[src/rtl/gemm_vec_pkg.sv]
// gemm_vec_pkg: shared types for the vector GEMM accelerator (FSM states, accumulator lane type, pipeline tag)
package gemm_vec_pkg;
  localparam int unsigned AccWidth     = 32;
  localparam int unsigned TagAddrWidth = 10;
  typedef enum logic [1:0] {IDLE, RUN, FLUSH} state_e;
  typedef logic [AccWidth-1:0] lane_acc_t;
  typedef struct packed {
    logic                    valid;
    logic                    first_k;
    logic                    last_k;
    logic [TagAddrWidth-1:0] c_addr;
  } tag_t;
endpackage

[src/rtl/gemm_mac_lane.sv]
// gemm_mac_lane: one MAC lane -- operand extension, multiply, accumulate, C write data
// Ports: clk_i/rst_ni clock and async active-low reset; signed_i operand mode;
//   valid_i/first_k_i/last_k_i pipeline tag of the current data cycle; a_i/b_i operands;
//   wdata_o accumulated result, nonzero only in a write cycle.
module gemm_mac_lane #(
  parameter int unsigned DataWidthA = 8,
  parameter int unsigned DataWidthB = 8,
  parameter int unsigned DataWidthC = 32
) (
  input  logic                  clk_i,
  input  logic                  rst_ni,
  input  logic                  signed_i,
  input  logic                  valid_i,
  input  logic                  first_k_i,
  input  logic                  last_k_i,
  input  logic [DataWidthA-1:0] a_i,
  input  logic [DataWidthB-1:0] b_i,
  output logic [DataWidthC-1:0] wdata_o
);
  logic [DataWidthC-1:0] a_ext, b_ext, prod, sum, acc_q;
  // Extending both operands to the accumulator width first keeps the product exact mod 2^DataWidthC.
  assign a_ext   = {{(DataWidthC-DataWidthA){signed_i & a_i[DataWidthA-1]}}, a_i};
  assign b_ext   = {{(DataWidthC-DataWidthB){signed_i & b_i[DataWidthB-1]}}, b_i};
  assign prod    = a_ext * b_ext;
  assign sum     = (first_k_i ? '0 : acc_q) + prod;
  assign wdata_o = (valid_i && last_k_i) ? sum : '0;
  always_ff @(posedge clk_i or negedge rst_ni)
    if (!rst_ni) acc_q <= '0;
    else if (valid_i) acc_q <= sum;
endmodule

[src/rtl/gemm_vec_accelerator.sv]
// gemm_vec_accelerator: C = A x B with NumMac parallel MAC lanes, NumMac C columns per output word
// Ports: clk_i/rst_ni clock and async active-low reset; start_i/signed_i/M,K,N_size_i job request;
//   sram_a_* scalar A read; sram_b_* NumMac-wide B read; sram_c_* NumMac-wide C write;
//   busy_o job in flight; done_o completion pulse; error_o illegal size on last start.
module gemm_vec_accelerator
  import gemm_vec_pkg::*;
#(
  parameter int unsigned NumMac         = 4,
  parameter int unsigned DataWidthA     = 8,
  parameter int unsigned DataWidthB     = 8,
  parameter int unsigned DataWidthC     = 32,
  parameter int unsigned SRAMAddrWidthA = 10,
  parameter int unsigned SRAMAddrWidthB = 10,
  parameter int unsigned SRAMAddrWidthC = 10,
  parameter int unsigned SizeWidth      = 10
) (
  input  logic                           clk_i,
  input  logic                           rst_ni,
  input  logic                           start_i,
  input  logic                           signed_i,
  input  logic [SizeWidth-1:0]           M_size_i,
  input  logic [SizeWidth-1:0]           K_size_i,
  input  logic [SizeWidth-1:0]           N_size_i,
  output logic [SRAMAddrWidthA-1:0]      sram_a_addr_o,
  input  logic [DataWidthA-1:0]          sram_a_rdata_i,
  output logic [SRAMAddrWidthB-1:0]      sram_b_addr_o,
  input  logic [NumMac*DataWidthB-1:0]   sram_b_rdata_i,
  output logic [SRAMAddrWidthC-1:0]      sram_c_addr_o,
  output logic [NumMac*DataWidthC-1:0]   sram_c_wdata_o,
  output logic                           sram_c_we_o,
  output logic                           busy_o,
  output logic                           done_o,
  output logic                           error_o
);
  localparam int unsigned Lg = $clog2(NumMac);
  state_e state_q, state_d;
  tag_t tag_q;
  logic sgn_q, done_q, err_q, legal, k_last, nb_last, m_last;
  logic [SizeWidth-1:0] m_size_q, k_size_q, nb_size_q, m_q, nb_q, k_q;
  logic [SRAMAddrWidthA-1:0] a_ptr_q, a_row_q;
  logic [SRAMAddrWidthB-1:0] b_ptr_q;
  logic [SRAMAddrWidthC-1:0] c_ptr_q;
  assign legal   = (M_size_i != '0) && (K_size_i != '0) && (N_size_i != '0) &&
                   ((N_size_i & SizeWidth'(NumMac-1)) == '0);
  assign k_last  = k_q == k_size_q - SizeWidth'(1);
  assign nb_last = nb_q == nb_size_q - SizeWidth'(1);
  assign m_last  = m_q == m_size_q - SizeWidth'(1);
  always_comb begin
    state_d = state_q;
    unique case (state_q)
      IDLE:    state_d = (start_i && legal) ? RUN : IDLE;
      RUN:     state_d = (k_last && nb_last && m_last) ? FLUSH : RUN;
      default: state_d = IDLE;
    endcase
  end
  always_ff @(posedge clk_i or negedge rst_ni) begin
    if (!rst_ni) begin
      state_q   <= IDLE;
      tag_q     <= '0;
      sgn_q     <= 1'b0;
      done_q    <= 1'b0;
      err_q     <= 1'b0;
      m_size_q  <= '0;
      k_size_q  <= '0;
      nb_size_q <= '0;
      m_q       <= '0;
      nb_q      <= '0;
      k_q       <= '0;
      a_ptr_q   <= '0;
      a_row_q   <= '0;
      b_ptr_q   <= '0;
      c_ptr_q   <= '0;
    end else begin
      state_q       <= state_d;
      done_q        <= state_q == FLUSH;
      tag_q.valid   <= state_q == RUN;
      tag_q.first_k <= k_q == '0;
      tag_q.last_k  <= k_last;
      tag_q.c_addr  <= TagAddrWidth'(c_ptr_q);
      if (state_q == IDLE && start_i) begin
        err_q  <= !legal;
        done_q <= !legal;
        if (legal) begin
          sgn_q     <= signed_i;
          m_size_q  <= M_size_i;
          k_size_q  <= K_size_i;
          nb_size_q <= N_size_i >> Lg;
          m_q       <= '0;
          nb_q      <= '0;
          k_q       <= '0;
          a_ptr_q   <= '0;
          a_row_q   <= '0;
          b_ptr_q   <= '0;
          c_ptr_q   <= '0;
        end
      end
      // Pointers walk m*K+k, k*NB+nb and m*NB+nb by addition only; a_row_q remembers m*K.
      if (state_q == RUN) begin
        if (!k_last) begin
          k_q     <= k_q + SizeWidth'(1);
          a_ptr_q <= a_ptr_q + SRAMAddrWidthA'(1);
          b_ptr_q <= b_ptr_q + SRAMAddrWidthB'(nb_size_q);
        end else begin
          k_q     <= '0;
          c_ptr_q <= c_ptr_q + SRAMAddrWidthC'(1);
          if (!nb_last) begin
            nb_q    <= nb_q + SizeWidth'(1);
            a_ptr_q <= a_row_q;
            b_ptr_q <= SRAMAddrWidthB'(nb_q + SizeWidth'(1));
          end else begin
            nb_q    <= '0;
            m_q     <= m_q + SizeWidth'(1);
            a_row_q <= a_row_q + SRAMAddrWidthA'(k_size_q);
            a_ptr_q <= a_row_q + SRAMAddrWidthA'(k_size_q);
            b_ptr_q <= '0;
          end
        end
      end
    end
  end
  assign sram_a_addr_o = a_ptr_q;
  assign sram_b_addr_o = b_ptr_q;
  assign sram_c_addr_o = SRAMAddrWidthC'(tag_q.c_addr);
  assign sram_c_we_o   = tag_q.valid & tag_q.last_k;
  assign busy_o        = state_q != IDLE;
  assign done_o        = done_q;
  assign error_o       = err_q;
  for (genvar j = 0; j < NumMac; j++) begin : g_lane
    gemm_mac_lane #(
      .DataWidthA(DataWidthA),
      .DataWidthB(DataWidthB),
      .DataWidthC(DataWidthC)
    ) u_lane (
      .clk_i    (clk_i),
      .rst_ni   (rst_ni),
      .signed_i (sgn_q),
      .valid_i  (tag_q.valid),
      .first_k_i(tag_q.first_k),
      .last_k_i (tag_q.last_k),
      .a_i      (sram_a_rdata_i),
      .b_i      (sram_b_rdata_i[j*DataWidthB +: DataWidthB]),
      .wdata_o  (sram_c_wdata_o[j*DataWidthC +: DataWidthC])
    );
  end
endmodule

[config.mk]
export PLATFORM = sky130hd
export DESIGN_NAME = gemm_vec_accelerator
export DESIGN_NICKNAME = d
export VERILOG_FILES = /design/src/rtl/gemm_vec_pkg.sv /design/src/rtl/gemm_mac_lane.sv /design/src/rtl/gemm_vec_accelerator.sv
export SDC_FILE = /design/constraint.sdc
export NUM_CORES = 2
export LEC_CHECK = 0
export CAP_MARGIN = 20
export CORE_UTILIZATION = 57
export DETAILED_ROUTE_END_ITERATION = 10
export GPL_ROUTABILITY_DRIVEN = 0
export PLACE_DENSITY_LB_ADDON = 0.1
export RECOVER_POWER = 100
export SYNTH_ARGS = -nofsm -noshare
export SYNTH_HDL_FRONTEND = slang
export SYNTH_HIERARCHICAL = 1
export SYNTH_SLANG_ARGS = --single-unit
[constraint.sdc]
create_clock -name clk_i -period 23.3 [get_ports clk_i]
set_clock_uncertainty 0.05 [all_clocks]
set_input_delay 3.495 -clock clk_i [delete_from_list [all_inputs] [get_ports clk_i]]
set_output_delay 3.495 -clock clk_i [all_outputs]
set_load 0.005 [all_outputs]
==> flow_metrics.env <==
export IMPL_status="complete, but fails checks"
export IMPL_failed_checks="max-capacitance violations, max-slew violations"
export IMPL_data_required_critical_path_ns=19.76
export IMPL_critical_path_peak_fanout=36
export IMPL_static_leakage_power_nw=18.10
export IMPL_cp_start_kind="input port"
export IMPL_post_synth_inst_count=3787
export IMPL_insertion_delay_ns=0.60
export IMPL_first_iter_violations=1480
export IMPL_tritoncts_num_buffers=31
export IMPL_layout_area_seq_mm2=0.006110
export IMPL_setup_worst_path_class="in -> out"
export IMPL_worstPathArrival_ns=14.69
export IMPL_dominantRegCellSynth="sky130_fd_sc_hd__dfrtp_1"
export IMPL_via_count_of_the_first_global_routing_pass=25600
export IMPL_global_route_usage_over_all_layers=0.2708
export IMPL_cts_htree_levels=1
export IMPL_rsz0062_at_grt="false"
export IMPL_post_synth_main_area_contributors="sky130_fd_sc_hd__dfrtp_1 19%, sky130_fd_sc_hd__fa_1 18%, sky130_fd_sc_hd__ha_1 11%"
export IMPL_ir_worst_vdd_mv=0.1856
export IMPL_postSynthRegisterBits=244
export IMPL_relative_slew_slack=-3.311
export IMPL_die_width_um=240.2
export IMPL_drt_antenna_violating_nets=0
export IMPL_cpMaxStageDelayCell="sky130_fd_sc_hd__clkbuf_1"
export IMPL_timing_fmax_ghz=0.05483
export IMPL_setup_viol=0
export IMPL_placedCellCount=4626
export IMPL_number_of_enable_flip_flop_cells_after_synthesis=0
export IMPL_drc=0
export IMPL_finalMaxSlewViolations=438
export IMPL_clock_sinks=244
export IMPL_cts_setup_buffers=0
export IMPL_setup_tns_ns=0
export IMPL_grt_start_max_net_pins=114
export IMPL_io_buffer_count=235
export IMPL_tmin_final_ns=18.24
export IMPL_seq_area_frac_synth=0.1889
export IMPL_critical_path_endpoint_type="primary output"
export IMPL_synth_top_cells_by_count="425 x sky130_fd_sc_hd__inv_1, 419 x sky130_fd_sc_hd__nand2_1, 286 x sky130_fd_sc_hd__fa_1, 286 x sky130_fd_sc_hd__ha_1, 283 x sky130_fd_sc_hd__nor2_1"
export IMPL_route_detailed_wl_per_inst_um=16.32
export IMPL_grt_overflow_total=0
export IMPL_core_area_mm2=0.05552
export IMPL_power_density_mw_per_mm2=109.8
export IMPL_synth_area_leader_cell="sky130_fd_sc_hd__dfrtp_1"
export IMPL_worst_slew_pin_slew_ns=6.467
export IMPL_synth_net_count=4433
export IMPL_synth_area_per_cell_um2=8.537
export IMPL_fill_cells=4921
export IMPL_synth_top_area_frac=0.1889
export IMPL_wl_mm=76.53
export IMPL_drt_first_pass_iters=5
export IMPL_synthToLayoutAreaGrowth_pct=11.58
export IMPL_area_of_combinational_cells_with_multiple_inputs_mm2=0.02366
export IMPL_final_instance_count_excl_fill=4689
export IMPL_finalNetCount=4560
export IMPL_die_extent_in_y_um=240.2
export IMPL_share_of_the_cycle_needed_by_the_critical_path_after_routing=0.7828
export IMPL_number_of_gates_resized_after_cts=0
export IMPL_synthArstFlopShare=1.000
export IMPL_fin_worst_hold_slack_ns=0.3759
export IMPL_drive_above_1_share=0.04089
export IMPL_die_area_mm2=0.05767
export IMPL_timing_max_cap_violations=8
export IMPL_worst_setup_hold_path_clk_slew_ns=0.06
export IMPL_min_delay_path_class="reg -> reg"
export IMPL_grt_pass1_wl_mm=128.4
export IMPL_worstHoldPathCells=0
export IMPL_r2r_worst_path_cells=28
export IMPL_yosysWarningCount=6
export IMPL_synth_cell_types=128
export IMPL_critical_path_max_stage_delay_ns=1.33
export IMPL_finish_utilization=0.6497
export IMPL_netlist_area_mm2=0.03233
export IMPL_finalHoldViolations=0
export IMPL_tritoncts="built"
export IMPL_dr_total_vias=26260
export IMPL_start_util=0.5823
export IMPL_place_hpwl_mm=58.23
export IMPL_rows=86
export IMPL_root_buf_cell="sky130_fd_sc_hd__clkbuf_16"
export IMPL_cts_buffer_depth=3
export IMPL_pin_count=236
export IMPL_yosysMostFrequentCell="sky130_fd_sc_hd__inv_1"
export IMPL_avgViaCountPerCell=5.599
export IMPL_report_power_total_mw=3.960
export IMPL_cpMostUsedCell="sky130_fd_sc_hd__fa_1"
export IMPL_grt_antenna_before_repair=4
export IMPL_hold_buffers=0
[worst paths after layout]
kind	from	end	slack, ns
setup / recovery	sram_a_rdata_i[0]	sram_c_wdata_o[90]	5.06
hold / removal	c_ptr_q[1]	sram_c_addr_o[1]	0.38
setup reg to reg	sgn_q	g_lane[2].u_lane/acc_q[26]	13.03
hold reg to reg	c_ptr_q[1]	sram_c_addr_o[1]	0.38
max in group asynchronous	rst_ni	tag_q[11]	12.07
min in group asynchronous	rst_ni	g_lane[1].u_lane/acc_q[13]	5.27
[layout by cell type, fill, tap and decap left out, types with 29 or more instances in the layout]
cell,instances
sky130_fd_sc_hd__a21oi_1,197
sky130_fd_sc_hd__nor3_1,47
sky130_fd_sc_hd__dlygate4sd3_1,157
sky130_fd_sc_hd__nor2b_1,122
sky130_fd_sc_hd__fa_1,286
sky130_fd_sc_hd__and2_1,139
sky130_fd_sc_hd__dfrtp_1,243
sky130_fd_sc_hd__nand2_1,419
sky130_fd_sc_hd__nand3_1,63
sky130_fd_sc_hd__ha_1,286
sky130_fd_sc_hd__a211oi_1,29
sky130_fd_sc_hd__a21o_1,71
sky130_fd_sc_hd__nor2_1,283
sky130_fd_sc_hd__and3_1,42
sky130_fd_sc_hd__o21ai_0,185
sky130_fd_sc_hd__xnor2_1,136
sky130_fd_sc_hd__mux2i_1,47
sky130_fd_sc_hd__o21bai_1,40
sky130_fd_sc_hd__clkbuf_16,31
sky130_fd_sc_hd__xor2_1,91
sky130_fd_sc_hd__inv_1,427
sky130_fd_sc_hd__clkdlybuf4s50_1,77
sky130_fd_sc_hd__nand2b_1,38
[kinds of logic (layout without fill, tap and decap cells)]
| kind of cell | count (synthesis) | count (layout) | synth area share |
|---|---|---|---|
| AND/OR/NAND/NOR | 1297 | 1297 | 0.1971 |
| flip-flops | 244 | 244 | 0.1889 |
| multiplexers | 68 | 68 | 0.02245 |
| other | 0 | 4 | 0 |
| AO/OA/AOI/OAI | 769 | 769 | 0.1585 |
| adder cells (fa/ha/maj) | 572 | 572 | 0.2878 |
| XOR/XNOR | 240 | 240 | 0.07129 |
| buffers and inverters | 597 | 747 | 0.07396 |
[flip-flops by register name, indices dropped and copies added (netlist names), 8 cells and up]
name	cells
sram_a_addr_o	10
m_q	10
sram_c_addr_o	10
k_size_q	10
g_lane.u_lane/acc_q	128
sram_b_addr_o	10
nb_q	10
nb_size_q	8
m_size_q	10
a_row_q	10
c_ptr_q	10
k_q	10
[layout make-up]
type | count | share of cell area
multi-input cells | 2946 | 0.6558
clock inverters | 13 | 0.006382
clock buffers | 43 | 0.02553
diodes | 4 | 0.0002775
flip-flops and latches | 244 | 0.1694
repair buffers | 259 | 0.07173
well taps | 748 | 0.02594
inverters | 432 | 0.04502
[metrics by stage]
stage	instance area (um^2)	worst slack [ns]
2_1_floorplan	32330	8.985
3_3_place_gp	35020	7.352
3_5_place_dp	35070	7.293
4_1_cts	36220	7.244
5_1_grt	36070	4.281
6_report	36070	5.060
[metal layers]
layer / GRT usage / up-vias / wire (um)
met5: 0 / - / 11
met1: 0.3875 / 12760 / 36110
li1: - / 12910 / -
met4: 0.05925 / 2 / 1417
met3: 0.02710 / 81 / 3179
met2: 0.4432 / 506 / 35810
[power breakdown]
| group | switching, mW | internal (mW) | total (mW) | leakage (nW) |
|---|---|---|---|---|
| registers | 0.0219 | 0.510 | 0.532 | 2.97 |
| logic | 1.54 | 1.34 | 2.88 | 14.6 |
| clock network | 0.204 | 0.340 | 0.544 | 0.574 |
| total | 1.77 | 2.19 | 3.96 | 18.1 |
[worst max-delay path, delay by kind of cell]
kind / cells / cell delay, ns
buffers and inverters: 7 / 3.64
adders and majority gates: 7 / 3.30
AOI/OAI and AO/OA: 14 / 3.06
xor gates and xnor gates: 1 / 0.86
and+or+nand+nor: 1 / 0.30
Note: power is estimated with default switching activity, not from simulation.
